$ cat src/rtl/fifo_pkg.sv
// Shared types for the FIFO read-side unpacker.
// FSM state encoding and frame counter width.
package fifo_pkg;

    typedef enum logic {
        EMPTY,
        BUSY
    } unpack_state_t;

    localparam int FRAME_CNT_W = 16;

endpackage

$ cat src/rtl/fifo_lane_mux.sv
// Selects one OUT_WIDTH lane of a held word.
// Lane 0 is the least significant slice.
module fifo_lane_mux #(
    parameter int IN_WIDTH  = 64,
    parameter int OUT_WIDTH = 16,
    parameter int LANE_W    = 2
) (
    input  logic [IN_WIDTH-1:0]  word,
    input  logic [LANE_W-1:0]    lane,
    output logic [OUT_WIDTH-1:0] data
);

    localparam int RATIO = IN_WIDTH / OUT_WIDTH;

    // One-hot compare per lane keeps the select in range for any RATIO
    always_comb begin
        data = '0;
        for (int i = 0; i < RATIO; i++) begin
            if (lane == LANE_W'(i))
                data = word[i*OUT_WIDTH +: OUT_WIDTH];
        end
    end

endmodule

$ cat src/rtl/fifo_unpacker.sv
// Drains FWFT FIFO words into OUT_WIDTH beats
// with frame delimiting on m_last.
module fifo_unpacker
    import fifo_pkg::*;
#(
    parameter int IN_WIDTH  = 64,
    parameter int OUT_WIDTH = 16
) (
    input  logic                   clk,
    input  logic                   rst,
    input  logic                   fifo_empty,
    input  logic [IN_WIDTH-1:0]    fifo_data,
    output logic                   r_ready,
    input  logic [15:0]            cfg_words,
    output logic                   m_valid,
    output logic [OUT_WIDTH-1:0]   m_data,
    output logic                   m_last,
    input  logic                   m_ready,
    output logic [FRAME_CNT_W-1:0] frame_cnt
);

    localparam int RATIO  = IN_WIDTH / OUT_WIDTH;
    localparam int LANE_W = (RATIO > 1) ? $clog2(RATIO) : 1;
    localparam logic [LANE_W-1:0] LAST_LANE = LANE_W'(RATIO - 1);

    unpack_state_t          state_q, state_d;
    logic [IN_WIDTH-1:0]    word_q;
    logic [LANE_W-1:0]      lane_q, lane_d;
    logic [FRAME_CNT_W-1:0] word_idx_q, word_idx_d;
    logic [FRAME_CNT_W-1:0] frame_len_q;
    logic [FRAME_CNT_W-1:0] frame_cnt_q;
    logic [OUT_WIDTH-1:0]   lane_data;
    logic                   busy, hs, last_lane, frame_end, pop;

    fifo_lane_mux #(
        .IN_WIDTH (IN_WIDTH),
        .OUT_WIDTH(OUT_WIDTH),
        .LANE_W   (LANE_W)
    ) u_mux (
        .word(word_q),
        .lane(lane_q),
        .data(lane_data)
    );

    assign busy      = (state_q == BUSY);
    assign last_lane = (lane_q == LAST_LANE);
    assign frame_end = (word_idx_q == frame_len_q - 1'b1);
    assign hs        = busy & m_ready;

    assign m_valid   = busy;
    assign m_last    = busy & last_lane & frame_end;
    assign m_data    = busy ? lane_data : '0;
    assign frame_cnt = frame_cnt_q;
    assign r_ready   = pop & ~rst;

    // Next state, lane/word index and pop decision
    always_comb begin
        state_d    = state_q;
        lane_d     = lane_q;
        word_idx_d = word_idx_q;
        pop        = 1'b0;
        unique case (state_q)
            EMPTY: begin
                if (!fifo_empty) begin
                    pop     = 1'b1;
                    lane_d  = '0;
                    state_d = BUSY;
                end
            end
            BUSY: begin
                if (hs) begin
                    if (!last_lane) begin
                        lane_d = lane_q + 1'b1;
                    end else begin
                        word_idx_d = m_last ? '0 : word_idx_q + 1'b1;
                        if (!fifo_empty) begin
                            pop    = 1'b1;
                            lane_d = '0;
                        end else begin
                            state_d = EMPTY;
                        end
                    end
                end
            end
            default: state_d = EMPTY;
        endcase
    end

    // State register
    always_ff @(posedge clk or posedge rst) begin
        if (rst) state_q <= EMPTY;
        else     state_q <= state_d;
    end

    // Held word, lane, frame tracking and completed-frame count
    always_ff @(posedge clk or posedge rst) begin
        if (rst) begin
            word_q      <= '0;
            lane_q      <= '0;
            word_idx_q  <= '0;
            frame_len_q <= FRAME_CNT_W'(1);
            frame_cnt_q <= '0;
        end else begin
            lane_q     <= lane_d;
            word_idx_q <= word_idx_d;
            if (pop)
                word_q <= fifo_data;
            if (pop && word_idx_d == '0)
                frame_len_q <= (cfg_words == '0) ? FRAME_CNT_W'(1) : cfg_words;
            if (hs && m_last)
                frame_cnt_q <= frame_cnt_q + 1'b1;
        end
    end

endmodule

$ cat config.mk
export PLATFORM = sky130hd
export DESIGN_NAME = fifo_unpacker
export DESIGN_NICKNAME = d
export VERILOG_FILES = /design/src/rtl/fifo_pkg.sv /design/src/rtl/fifo_lane_mux.sv /design/src/rtl/fifo_unpacker.sv
export SDC_FILE = /design/constraint.sdc
export NUM_CORES = 1
export LEC_CHECK = 0
export ABC_AREA = 1
export CAP_MARGIN = 20
export CORE_ASPECT_RATIO = 0.5
export CORE_UTILIZATION = 57
export DETAILED_ROUTE_END_ITERATION = 10
export PLACE_DENSITY = 0.93
export SLEW_MARGIN = 40
export SYNTH_ARGS = -nofsm -noshare
export SYNTH_HDL_FRONTEND = slang
export SYNTH_SLANG_ARGS = --single-unit
$ cat constraint.sdc
create_clock -name clk -period 9.55 [get_ports clk]
set_clock_uncertainty 0.1 [all_clocks]
set_input_delay 1.91 -clock clk [delete_from_list [all_inputs] [get_ports clk]]
set_output_delay 1.91 -clock clk [all_outputs]
set_load 0.1 [all_outputs]
==> results of run 1 <==
cell usage in the layout (no fill, tap or decap), types with 2 or more instances in the layout:
cell / instances
sky130_fd_sc_hd__clkdlybuf4s50_1: 83
sky130_fd_sc_hd__dfrtp_1: 114
sky130_fd_sc_hd__nand2_4: 2
sky130_fd_sc_hd__nand4_1: 10
sky130_fd_sc_hd__o21ai_1: 3
sky130_fd_sc_hd__ha_1: 7
sky130_fd_sc_hd__inv_6: 3
sky130_fd_sc_hd__buf_2: 35
sky130_fd_sc_hd__a21oi_1: 2
sky130_fd_sc_hd__clkinv_4: 5
sky130_fd_sc_hd__xnor2_1: 9
sky130_fd_sc_hd__nand2_2: 8
sky130_fd_sc_hd__nand3_4: 3
sky130_fd_sc_hd__nand3b_1: 7
sky130_fd_sc_hd__inv_1: 78
sky130_fd_sc_hd__a221oi_1: 16
sky130_fd_sc_hd__buf_4: 2
sky130_fd_sc_hd__nand3_1: 53
sky130_fd_sc_hd__and3_1: 2
sky130_fd_sc_hd__clkbuf_16: 17
sky130_fd_sc_hd__xor2_1: 23
sky130_fd_sc_hd__inv_2: 5
sky130_fd_sc_hd__clkinv_1: 2
sky130_fd_sc_hd__nor2_8: 2
sky130_fd_sc_hd__nor2_2: 14
sky130_fd_sc_hd__o21ai_0: 41
sky130_fd_sc_hd__nor2_1: 52
sky130_fd_sc_hd__nor4_1: 9
sky130_fd_sc_hd__nor3_1: 6
sky130_fd_sc_hd__clkinvlp_4: 3
sky130_fd_sc_hd__nor2_4: 7
sky130_fd_sc_hd__nand2_1: 387
power by group:
part	total (mW)	internal (mW)	switching, mW
Sequential	0.727	0.629	0.0989
Clock	0.618	0.368	0.250
Combinational	1.07	0.228	0.838
Total	2.41	1.22	1.19
critical path, delay by kind of cell:
| kind | cells | cell delay (ns) |
|---|---|---|
| buf+inv | 4 | 1.65 |
| simple gates | 3 | 0.35 |
logic make-up after synthesis:
family                   count (synthesis)  synth area share [%]
AO/OA/AOI/OAI                           69                  6.46
buffers and inverters                  118                  7.27
adder cells (fa/ha/maj)                  7                  1.32
flip-flops                             115                  43.5
AND/OR/NAND/NOR                        564                  37.2
XOR/XNOR                                32                  4.23
layout make-up:
type	instances	area (um2)	area share [%]
Inverter	86	325	3.94
Clock inverter	13	128	1.55
Sequential cell	115	2880	34.9
Multi-Input combinational cell	672	3270	39.6
Tap cell	145	181	2.20
Timing Repair Buffer	121	1030	12.5
Clock buffer	19	443	5.36
registers in the layout, summed over array words and instances (netlist names):
register     cells
frame_cnt       16
word_q          64
lane_q           2
frame_len_q     16
m_valid          1
word_idx_q      16
layer usage:
metal,vias up,routed length (um)
met3,54,1620
met1,3063,7270
li1,3064,-
met2,330,8780
met5,-,0
met4,0,495
metrics by stage:
stage	instances	utilization, %	setup slack (ns)
after floorplan	905	-	3.71
after global placement	1139	70.5	2.94
after detailed placement	1139	69.0	3.62
after CTS	1171	74.1	3.61
after global routing	1171	74.1	3.51
final	1171	74.1	3.62
final timing paths:
check | from | end | slack [ns] | cells past startpoint
setup / recovery | m_ready | r_ready | 3.62 | 7
hold / removal | frame_cnt[15]$_DFFE_PP0P_ | frame_cnt[15]$_DFFE_PP0P_ | 0.37 | 1
setup reg to reg | lane_q[1]$_DFFE_PP0P_ | frame_len_q[1]$_DFFE_PP0P_ | 5.79 | 16
hold reg to reg | frame_cnt[15]$_DFFE_PP0P_ | frame_cnt[15]$_DFFE_PP0P_ | 0.37 | 1
max in group asynchronous | rst | word_q[21]$_DFFE_PP0P_ | 6.52 | 3
min in group asynchronous | rst | frame_len_q[6]$_DFFE_PP0P_ | 1.81 | 2
==> metrics.txt, run 1 <==
# TYPE chip_impl_metric gauge
chip_impl_info{name="run_status",value="complete, no violations"} 1
chip_impl_metric{name="crit_path_max_fanout",unit=""} 67
chip_impl_metric{name="dieWidth",unit="um"} 154
chip_impl_metric{name="clk_latency",unit="ns"} 0.42
chip_impl_metric{name="post_cts_hold_buffer_count",unit=""} 0
chip_impl_metric{name="final_period_minus_worst_setup_slack",unit="ns"} 5.93
chip_impl_metric{name="drt_drc_violations_left",unit=""} 0
chip_impl_metric{name="achievable-frequency",unit="GHz"} 0.169
chip_impl_metric{name="number_of_antenna_diodes",unit=""} 0
chip_impl_metric{name="netlist-cell-type-count",unit=""} 39
chip_impl_info{name="setup.worst_path.end_class",value="output pin"} 1
chip_impl_metric{name="drt-vias-per-instance",unit=""} 5.56
chip_impl_metric{name="slew_violations",unit=""} 0
chip_impl_metric{name="design.final.nets",unit=""} 1104
chip_impl_info{name="cts_tree",value="yes"} 1
chip_impl_metric{name="initial_utilization",unit="%"} 59.4
chip_impl_metric{name="grt_antenna_before_repair",unit=""} 0
chip_impl_metric{name="final_cell_area",unit="um2"} 8260
chip_impl_metric{name="numCtsBuffers",unit=""} 17
chip_impl_info{name="netlist_top_cells_area",value="sky130_fd_sc_hd__dfrtp_1, sky130_fd_sc_hd__nand2_1, sky130_fd_sc_hd__inv_1"} 1
chip_impl_metric{name="vdd.ir_drop.worst",unit="mV"} 0.351
chip_impl_metric{name="placementRows",unit=""} 27
chip_impl_metric{name="synth_area_per_cell",unit="um2"} 7.32
chip_impl_metric{name="critical-path-max-stage-delay",unit="ns"} 0.55
chip_impl_metric{name="cts-htree-levels",unit=""} 4
chip_impl_info{name="most_common_flop_cell_mapped_by_yosys",value="sky130_fd_sc_hd__dfrtp_1"} 1
chip_impl_info{name="crit_path_frequent_cell",value="sky130_fd_sc_hd__nor2_1"} 1
chip_impl_info{name="synth_top_cells_by_count",value="sky130_fd_sc_hd__nand2_1, sky130_fd_sc_hd__dfrtp_1, sky130_fd_sc_hd__inv_1"} 1
chip_impl_metric{name="synthCells",unit=""} 905
chip_impl_metric{name="use_met1",unit="%"} 38.2
chip_impl_metric{name="count_of_flip_flops_with_a_built_in_enable_after_synthesis",unit=""} 0
chip_impl_info{name="gr-max-usage-layer",value="met2"} 1
chip_impl_metric{name="final-setup-viol-count",unit=""} 0
chip_impl_metric{name="synth_nets",unit=""} 996
chip_impl_info{name="timing.setup.critical_path_class",value="in -> out"} 1
chip_impl_metric{name="finalPower",unit="mW"} 2.41
chip_impl_metric{name="post_synth_design_cell_area",unit="um2"} 6620
chip_impl_metric{name="clock_sink_count",unit=""} 115
chip_impl_metric{name="n_fill_cell",unit=""} 795
chip_impl_metric{name="synth_top_area_share",unit="%"} 43.1
chip_impl_metric{name="grt_pass1_wl",unit="um"} 30000
chip_impl_metric{name="floorplan.core_area",unit="um2"} 11100
chip_impl_metric{name="numPortBuffers",unit=""} 118
chip_impl_metric{name="timing.max_cap.violations",unit=""} 0
chip_impl_metric{name="gp_congestion",unit=""} 0.920
chip_impl_metric{name="drive_above_1_share",unit="%"} 11.1
chip_impl_info{name="synth.most_common_cell",value="sky130_fd_sc_hd__nand2_1"} 1
chip_impl_metric{name="globalRouteTotalUtil",unit="%"} 32.0
chip_impl_metric{name="dr.first_iter.drc_count",unit=""} 520
chip_impl_metric{name="detail_route.wirelength",unit="um"} 18200
chip_impl_metric{name="min_period_over_period",unit="%"} 62.1
chip_impl_info{name="hold_path_class",value="reg -> reg"} 1
chip_impl_metric{name="timing_worst_slew_pin_value",unit="ns"} 0.806
chip_impl_info{name="grt_setup_unrepaired",value="no"} 1
chip_impl_metric{name="powerDensity",unit="nW/um2"} 292
chip_impl_metric{name="max_slew_margin",unit="%"} 46.2
chip_impl_metric{name="static_leakage",unit="nW"} 4.39
chip_impl_metric{name="layout_area_growth_over_synthesis",unit="%"} 24.7
chip_impl_metric{name="final.hold.worst_slack",unit="ns"} 0.367
chip_impl_metric{name="report.final.hold_viol_count",unit=""} 0
chip_impl_info{name="worst_path_max_delay_cell",value="sky130_fd_sc_hd__buf_4"} 1
chip_impl_metric{name="i_o_pins",unit=""} 119
chip_impl_metric{name="synth_seq_cells",unit=""} 115
chip_impl_metric{name="async_flop_share",unit="%"} 100
chip_impl_metric{name="worst_setup_hold_path_clk_slew",unit="ns"} 0.06
chip_impl_info{name="cp_cell_instances",value="clkdlybuf4s50_1, nor2_1, nor3_2, buf_4, clkinv_1, nor2_1, buf_2"} 1
chip_impl_metric{name="yosys_warnings",unit=""} 0
chip_impl_metric{name="route.antenna.remaining_nets",unit=""} 0
chip_impl_metric{name="die_area",unit="um2"} 12100
chip_impl_metric{name="post_cts_setup_buffer_count",unit=""} 0
chip_impl_metric{name="grt_overflow",unit=""} 0
chip_impl_metric{name="synth-seq-area-share",unit="%"} 43.5
chip_impl_info{name="netlist.top_cell.by_area",value="sky130_fd_sc_hd__dfrtp_1"} 1
chip_impl_metric{name="globalRouteMet3Util",unit="%"} 8.61
chip_impl_info{name="worstSetupStartpointType",value="input pin"} 1
chip_impl_metric{name="ctsResizeCount",unit=""} 0
chip_impl_metric{name="place_area",unit="um2"} 7690
chip_impl_metric{name="drt_pre_antenna_iters",unit=""} 5
chip_impl_metric{name="arrival",unit="ns"} 3.92
chip_impl_metric{name="first_global_vias",unit=""} 6528
chip_impl_metric{name="grt_use_met2",unit="%"} 54.3
chip_impl_metric{name="totalNegativeSetupSlack",unit="ns"} 0
chip_impl_metric{name="die_h",unit="um"} 78.2
chip_impl_info{name="ctsRootBufferMaster",value="sky130_fd_sc_hd__clkbuf_16"} 1
chip_impl_metric{name="cp_data_required_time",unit="ns"} 7.54
chip_impl_metric{name="largest_net_degree_at_the_start_of_global_routing",unit=""} 77
chip_impl_metric{name="cts.path.max_buffers",unit=""} 2
chip_impl_metric{name="vias",unit=""} 6511
chip_impl_metric{name="post-dp-hpwl",unit="um"} 12600
chip_impl_metric{name="avgRoutedWirePerCell",unit="um"} 15.5
(Power assumes the default switching activity.)
==> run 2, diff against run 1 <==
--- a/config.mk
+++ b/config.mk
@@ -8,9 +8,9 @@
 export ABC_AREA = 1
 export CAP_MARGIN = 20
 export CORE_ASPECT_RATIO = 0.5
-export CORE_UTILIZATION = 57
+export CORE_UTILIZATION = 48
 export DETAILED_ROUTE_END_ITERATION = 10
-export PLACE_DENSITY = 0.93
+export PLACE_DENSITY = 0.84
 export SLEW_MARGIN = 40
 export SYNTH_ARGS = -nofsm -noshare
 export SYNTH_HDL_FRONTEND = slang
==> constraint.sdc (replaced) <==
create_clock -name clk -period 5.35 [get_ports clk]
set_clock_uncertainty 0.1 [all_clocks]
set_input_delay 1.07 -clock clk [delete_from_list [all_inputs] [get_ports clk]]
set_output_delay 1.07 -clock clk [all_outputs]
set_load 0.1 [all_outputs]
==> run 2 against run 1 <==
Register-to-register slack lost 4.0 ns. Clock power increased by 96%. Non-clock buffer count up 1. Combinational power is 81% higher. Sequential share of layout area decreased by 0.63 points. Final cell count up 2.2%. Via count fell by 3.7%. Wire length down 3.0%. Total power increased by 85%. Flip-flop and latch count unchanged.
==> metrics.txt, run 2 (synthesized netlist as in run 1, its figures left out) <==
# TYPE chip_impl_metric gauge
chip_impl_metric{name="initial_utilization",unit="%"} 50.7
chip_impl_metric{name="final-setup-viol-count",unit=""} 0
chip_impl_metric{name="number_of_antenna_diodes",unit=""} 0
chip_impl_info{name="hold_path_class",value="reg -> reg"} 1
chip_impl_metric{name="timing.max_cap.violations",unit=""} 0
chip_impl_metric{name="cp_data_required_time",unit="ns"} 4.18
chip_impl_metric{name="report.final.hold_viol_count",unit=""} 0
chip_impl_metric{name="avgRoutedWirePerCell",unit="um"} 14.7
chip_impl_metric{name="largest_register_ffs",unit=""} 64
chip_impl_metric{name="arrival",unit="ns"} 2.92
chip_impl_metric{name="powerDensity",unit="nW/um2"} 530
chip_impl_metric{name="design.final.nets",unit=""} 1105
chip_impl_info{name="regToRegStartpoint",value="lane_q[0]$_DFFE_PP0P_"} 1
chip_impl_info{name="highest_count_cells_in_the_layout_ignoring_fill_and_taps",value="sky130_fd_sc_hd__nand2_1, sky130_fd_sc_hd__dfrtp_1, sky130_fd_sc_hd__clkdlybuf4s50_1"} 1
chip_impl_metric{name="vias",unit=""} 6268
chip_impl_info{name="setup.worst_path.end_class",value="output pin"} 1
chip_impl_metric{name="cts.path.max_buffers",unit=""} 2
chip_impl_info{name="cts_tree",value="yes"} 1
chip_impl_metric{name="clock_sink_count",unit=""} 115
chip_impl_info{name="run_status",value="complete, no violations"} 1
chip_impl_metric{name="post_cts_hold_buffer_count",unit=""} 0
chip_impl_metric{name="ctsResizeCount",unit=""} 0
chip_impl_metric{name="drt_drc_violations_left",unit=""} 0
chip_impl_metric{name="critical-path-max-stage-delay",unit="ns"} 0.56
chip_impl_metric{name="die_h",unit="um"} 85.1
chip_impl_metric{name="grt_overflow",unit=""} 0
chip_impl_metric{name="placementRows",unit=""} 29
chip_impl_metric{name="static_leakage",unit="nW"} 4.43
chip_impl_metric{name="drt_pre_antenna_iters",unit=""} 5
chip_impl_info{name="worstSetupStartpointType",value="register"} 1
chip_impl_metric{name="dr.first_iter.drc_count",unit=""} 618
chip_impl_metric{name="globalRouteTotalUtil",unit="%"} 26.5
chip_impl_info{name="grt_setup_unrepaired",value="no"} 1
chip_impl_metric{name="achievable-frequency",unit="GHz"} 0.244
chip_impl_metric{name="layout_area_growth_over_synthesis",unit="%"} 27.0
chip_impl_metric{name="numPortBuffers",unit=""} 118
chip_impl_info{name="ctsRootBufferMaster",value="sky130_fd_sc_hd__clkbuf_16"} 1
chip_impl_info{name="final_common_cell",value="sky130_fd_sc_hd__nand2_1"} 1
chip_impl_metric{name="die_area",unit="um2"} 14300
chip_impl_metric{name="numCtsBuffers",unit=""} 17
chip_impl_metric{name="final_period_minus_worst_setup_slack",unit="ns"} 4.09
chip_impl_metric{name="totalNegativeSetupSlack",unit="ns"} 0
chip_impl_info{name="cp_cell_instances",value="ha_1, nand2_1, inv_1, nand3_1, nor2_1, nand3_1, nor2_1, nand2_1, nor2_2, buf_4"} 1
chip_impl_metric{name="first_global_vias",unit=""} 6111
chip_impl_metric{name="i_o_pins",unit=""} 119
chip_impl_metric{name="slew_violations",unit=""} 0
chip_impl_info{name="worst_path_max_delay_cell",value="sky130_fd_sc_hd__inv_1"} 1
chip_impl_metric{name="route.antenna.remaining_nets",unit=""} 0
chip_impl_info{name="timing.setup.critical_path_class",value="reg -> out"} 1
chip_impl_metric{name="vdd.ir_drop.worst",unit="mV"} 0.719
chip_impl_metric{name="gp_congestion",unit=""} 0.910
chip_impl_metric{name="grt_pass1_wl",unit="um"} 29500
chip_impl_metric{name="detail_route.wirelength",unit="um"} 17600
chip_impl_metric{name="grt_antenna_before_repair",unit=""} 0
chip_impl_metric{name="timing_worst_slew_pin_value",unit="ns"} 0.759
chip_impl_metric{name="worst_setup_hold_path_clk_slew",unit="ns"} 0.06
chip_impl_metric{name="largest_net_degree_at_the_start_of_global_routing",unit=""} 89
chip_impl_metric{name="dieWidth",unit="um"} 168
chip_impl_metric{name="post-place-cells",unit=""} 1165
chip_impl_metric{name="drive_above_1_share",unit="%"} 10.9
chip_impl_metric{name="min_period_over_period",unit="%"} 76.5
chip_impl_info{name="min_from",value="word_q[41]$_DFFE_PP0P_"} 1
chip_impl_metric{name="max_slew_margin",unit="%"} 48.9
chip_impl_metric{name="post_cts_setup_buffer_count",unit=""} 0
chip_impl_info{name="top_register",value="word_q"} 1
chip_impl_metric{name="drt-vias-per-instance",unit=""} 5.24
chip_impl_metric{name="post-dp-hpwl",unit="um"} 12800
chip_impl_metric{name="cts-htree-levels",unit=""} 4
chip_impl_metric{name="floorplan.core_area",unit="um2"} 13100
chip_impl_metric{name="clk_latency",unit="ns"} 0.41
chip_impl_info{name="startpoint",value="lane_q[0]$_DFFE_PP0P_"} 1
chip_impl_metric{name="final_cell_count_no_fill",unit=""} 1197
chip_impl_metric{name="crit_path_max_fanout",unit=""} 20
==> run 2: cell types whose count changed in the layout (fill, tap and decap cells not counted), sizes merged <==
cell    change
clkinv      -5
bufinv      +3
clkbuf      +2
buf         +1
==> run 2: worst paths after layout <==
kind                                               to  slack, ns  depth (start not counted)
setup / recovery                               m_last       1.26                         10
hold / removal                 word_q[41]$_DFFE_PP0P_       0.36                          2
setup reg to reg           frame_len_q[5]$_DFFE_PP0P_       1.76                         16
hold reg to reg                word_q[41]$_DFFE_PP0P_       0.36                          2
max in group asynchronous  frame_len_q[0]$_DFFE_PP1P_       3.26                          3
min in group asynchronous       word_q[8]$_DFFE_PP0P_       1.08                          2
==> run 2: report_power, final <==
group / switching, mW / internal (mW)
clock network: 0.416 / 0.797
registers: 0.182 / 1.12
logic: 1.47 / 0.475
total: 2.07 / 2.39
==> run 2: critical path: cells and delay by family, from the launching register on <==
| family | cells | cell delay [ns] |
|---|---|---|
| simple gates | 7 | 0.95 |
| fa+ha+maj | 1 | 0.30 |
| buf+inv | 2 | 0.89 |
| flops | 1 | 0.37 |
==> run 2: through the flow <==
stage	total power, mW	instance area, um2	hold WS [ns]	setup slack (ns)	util [%]
finish	4.46	8410	0.364	1.26	64.4
global route	4.69	8410	0.383	0.955	64.4
CTS	4.46	8410	0.368	1.25	64.4
detailed placement	3.24	7780	0.354	1.39	59.6
global placement	3.20	7860	0.350	1.48	60.2
floorplan	2.75	6620	0.337	0.349	-
==> run 2: layout make-up <==
class                      instances  area (um2)
clock buffer                      21         450
sequential                       115        2880
timing repair buffer             122        1090
fill                            1117        4650
tap                              170         213
clock inverter                    11         178
multi-input combinational        672        3270
inverter                          86         330
==> run 2: routing by layer <==
| metal | up-vias | track usage (%) | wire length [um] |
|---|---|---|---|
| met5 | - | 0 | 0 |
| met4 | 0 | 10.7 | 418 |
| met3 | 35 | 5.74 | 1270 |
| met2 | 229 | 43.6 | 8380 |
| met1 | 2929 | 34.5 | 7560 |
| li1 | 3075 | - | - |
==> run 3, diff against run 2 <==
--- a/config.mk
+++ b/config.mk
@@ -8,9 +8,9 @@
 export ABC_AREA = 1
 export CAP_MARGIN = 20
 export CORE_ASPECT_RATIO = 0.5
-export CORE_UTILIZATION = 48
+export CORE_UTILIZATION = 53
 export DETAILED_ROUTE_END_ITERATION = 10
-export PLACE_DENSITY = 0.84
+export PLACE_DENSITY = 0.87
 export SLEW_MARGIN = 40
 export SYNTH_ARGS = -nofsm -noshare
 export SYNTH_HDL_FRONTEND = slang
==> constraint.sdc (replaced) <==
create_clock -name clk -period 4.1 [get_ports clk]
set_clock_uncertainty 0.1 [all_clocks]
set_input_delay 0.82 -clock clk [delete_from_list [all_inputs] [get_ports clk]]
set_output_delay 0.82 -clock clk [all_outputs]
set_load 0.1 [all_outputs]
==> run 3 against run 2 <==
Flip-flop and latch count unchanged. Sequential share of layout area about the same. First-iteration DRC count is 20% lower. Via count rose by 0.78%. Clock-buffer cell count decreased by 2. Critical path type unchanged. Setup slack got worse by 0.84 ns. Largest cell class unchanged. Critical path depth shrank 4.
==> metrics.txt, run 3 (synthesized netlist as in run 1, its figures left out) <==
# TYPE chip_impl_metric gauge
chip_impl_metric{name="drt_drc_violations_left",unit=""} 0
chip_impl_metric{name="clock_sink_count",unit=""} 115
chip_impl_metric{name="grt_pass1_wl",unit="um"} 29800
chip_impl_metric{name="final-setup-viol-count",unit=""} 0
chip_impl_metric{name="powerDensity",unit="nW/um2"} 690
chip_impl_metric{name="final_period_minus_worst_setup_slack",unit="ns"} 3.68
chip_impl_info{name="highest_count_cells_in_the_layout_ignoring_fill_and_taps",value="sky130_fd_sc_hd__nand2_1, sky130_fd_sc_hd__dfrtp_1, sky130_fd_sc_hd__clkdlybuf4s50_1"} 1
chip_impl_metric{name="worst_setup_hold_path_clk_slew",unit="ns"} 0.06
chip_impl_metric{name="vias",unit=""} 6317
chip_impl_info{name="run_status",value="complete, no violations"} 1
chip_impl_metric{name="first_global_vias",unit=""} 6193
chip_impl_metric{name="placementRows",unit=""} 28
chip_impl_metric{name="post_cts_setup_buffer_count",unit=""} 0
chip_impl_info{name="hold_path_class",value="reg -> reg"} 1
chip_impl_metric{name="whs_path_depth",unit=""} 2
chip_impl_metric{name="arrival",unit="ns"} 2.76
chip_impl_metric{name="post_cts_hold_buffer_count",unit=""} 0
chip_impl_metric{name="avgRoutedWirePerCell",unit="um"} 15.2
chip_impl_metric{name="cts-htree-levels",unit=""} 4
chip_impl_info{name="setup.worst_path.end_class",value="output pin"} 1
chip_impl_metric{name="dieWidth",unit="um"} 160
chip_impl_metric{name="finalPower",unit="mW"} 5.80
chip_impl_metric{name="drive_above_1_share",unit="%"} 11.5
chip_impl_metric{name="postLayoutSetupSlackWorst",unit="ns"} 0.420
chip_impl_info{name="worstSetupStartpointType",value="register"} 1
chip_impl_metric{name="vdd.ir_drop.worst",unit="mV"} 1.25
chip_impl_metric{name="globalRouteTotalUtil",unit="%"} 29.6
chip_impl_metric{name="post-dp-hpwl",unit="um"} 13000
chip_impl_info{name="final_common_cell",value="sky130_fd_sc_hd__nand2_1"} 1
chip_impl_metric{name="largest_register_ffs",unit=""} 64
chip_impl_metric{name="cts.path.max_buffers",unit=""} 2
chip_impl_metric{name="report.final.hold_viol_count",unit=""} 0
chip_impl_metric{name="n_fill_cell",unit=""} 950
chip_impl_metric{name="drt_pre_antenna_iters",unit=""} 5
chip_impl_metric{name="route.antenna.remaining_nets",unit=""} 0
chip_impl_metric{name="timing.reg2reg.worst_path_depth",unit=""} 19
chip_impl_metric{name="numPortBuffers",unit=""} 118
chip_impl_metric{name="clk_latency",unit="ns"} 0.42
chip_impl_metric{name="placement.setup.worst_slack",unit="ns"} 0.566
chip_impl_metric{name="slew_violations",unit=""} 0
chip_impl_info{name="top_register",value="word_q"} 1
chip_impl_metric{name="die_h",unit="um"} 81.0
chip_impl_metric{name="drt-vias-per-instance",unit=""} 5.29
chip_impl_metric{name="gp_congestion",unit=""} 0.927
chip_impl_metric{name="achievable-frequency",unit="GHz"} 0.272
chip_impl_metric{name="die_area",unit="um2"} 13000
chip_impl_metric{name="max_slew_margin",unit="%"} 45.0
chip_impl_info{name="ctsRootBufferMaster",value="sky130_fd_sc_hd__clkbuf_16"} 1
chip_impl_metric{name="initial_utilization",unit="%"} 55.3
chip_impl_metric{name="largest_net_degree_at_the_start_of_global_routing",unit=""} 91
chip_impl_info{name="timing.setup.critical_path_class",value="reg -> out"} 1
chip_impl_metric{name="crit_path_max_fanout",unit=""} 17
chip_impl_metric{name="design.final.nets",unit=""} 1108
chip_impl_metric{name="cp_data_required_time",unit="ns"} 3.18
chip_impl_metric{name="min_period_over_period",unit="%"} 89.8
chip_impl_metric{name="detail_route.wirelength",unit="um"} 18200
chip_impl_metric{name="number_of_antenna_diodes",unit=""} 0
chip_impl_metric{name="grt_antenna_before_repair",unit=""} 0
chip_impl_metric{name="grt_overflow",unit=""} 0
chip_impl_metric{name="ctsResizeCount",unit=""} 0
chip_impl_metric{name="timing.max_cap.violations",unit=""} 0
chip_impl_info{name="grt_setup_unrepaired",value="no"} 1
chip_impl_metric{name="i_o_pins",unit=""} 119
chip_impl_metric{name="layout_area_growth_over_synthesis",unit="%"} 27.0
chip_impl_metric{name="totalNegativeSetupSlack",unit="ns"} 0
chip_impl_metric{name="static_leakage",unit="nW"} 4.44
chip_impl_metric{name="numCtsBuffers",unit=""} 17
chip_impl_metric{name="timing_worst_slew_pin_value",unit="ns"} 0.818
chip_impl_info{name="cts_tree",value="yes"} 1
chip_impl_metric{name="dr.first_iter.drc_count",unit=""} 494
chip_impl_metric{name="floorplan.core_area",unit="um2"} 12000
[run 3: layout make-up]
type | instances | area [um2] | area share, %
multi-input cells | 672 | 3270 | 38.9
clock inverters | 13 | 146 | 1.74
well taps | 165 | 206 | 2.46
clock buffers | 19 | 453 | 5.39
repair buffers | 125 | 1130 | 13.4
inverters | 86 | 325 | 3.87
flip-flops and latches | 115 | 2880 | 34.2
[run 3: final timing paths]
| path | start | end | slack, ns |
|---|---|---|---|
| setup / recovery | lane_q[1]$_DFFE_PP0P_ | m_data[4] | 0.42 |
| min in group asynchronous | rst | frame_cnt[10]$_DFFE_PP0P_ | 0.68 |
| hold reg to reg | word_q[43]$_DFFE_PP0P_ | word_q[43]$_DFFE_PP0P_ | 0.37 |
| max in group asynchronous | rst | frame_len_q[0]$_DFFE_PP1P_ | 2.43 |
| setup reg to reg | frame_len_q[1]$_DFFE_PP0P_ | frame_len_q[10]$_DFFE_PP0P_ | 0.98 |
| hold / removal | word_q[43]$_DFFE_PP0P_ | word_q[43]$_DFFE_PP0P_ | 0.37 |
[run 3: layer usage]
layer  wire length [um]  track usage, %
met2               8640            51.6
met3               1090            6.03
met4                467            10.7
met5                  0               0
met1               7970            37.1
[run 3: through the flow]
step	instances	utilization [%]	cell area, um2	hold slack, ns
after floorplan	905	-	6620	0.337
after global placement	1163	65.9	7890	0.349
after detailed placement	1163	65.2	7810	0.354
after CTS	1195	70.2	8410	0.371
after global routing	1195	70.2	8410	0.385
final	1195	70.2	8410	0.371
[run 3: worst max-delay path: stages (launching register included)]
cell and delay (ns):
sky130_fd_sc_hd__dfrtp_1 0.38, sky130_fd_sc_hd__inv_1 0.09, sky130_fd_sc_hd__ha_1 0.44, sky130_fd_sc_hd__nor2_2 0.68, sky130_fd_sc_hd__a221oi_1 0.19, sky130_fd_sc_hd__o21ai_1 0.24, sky130_fd_sc_hd__buf_4 0.33
[run 3: power breakdown]
group	internal [mW]	switching [mW]	leakage (nW)
registers	1.46	0.268	1.43
logic	0.640	1.93	2.72
clock network	0.933	0.559	0.291
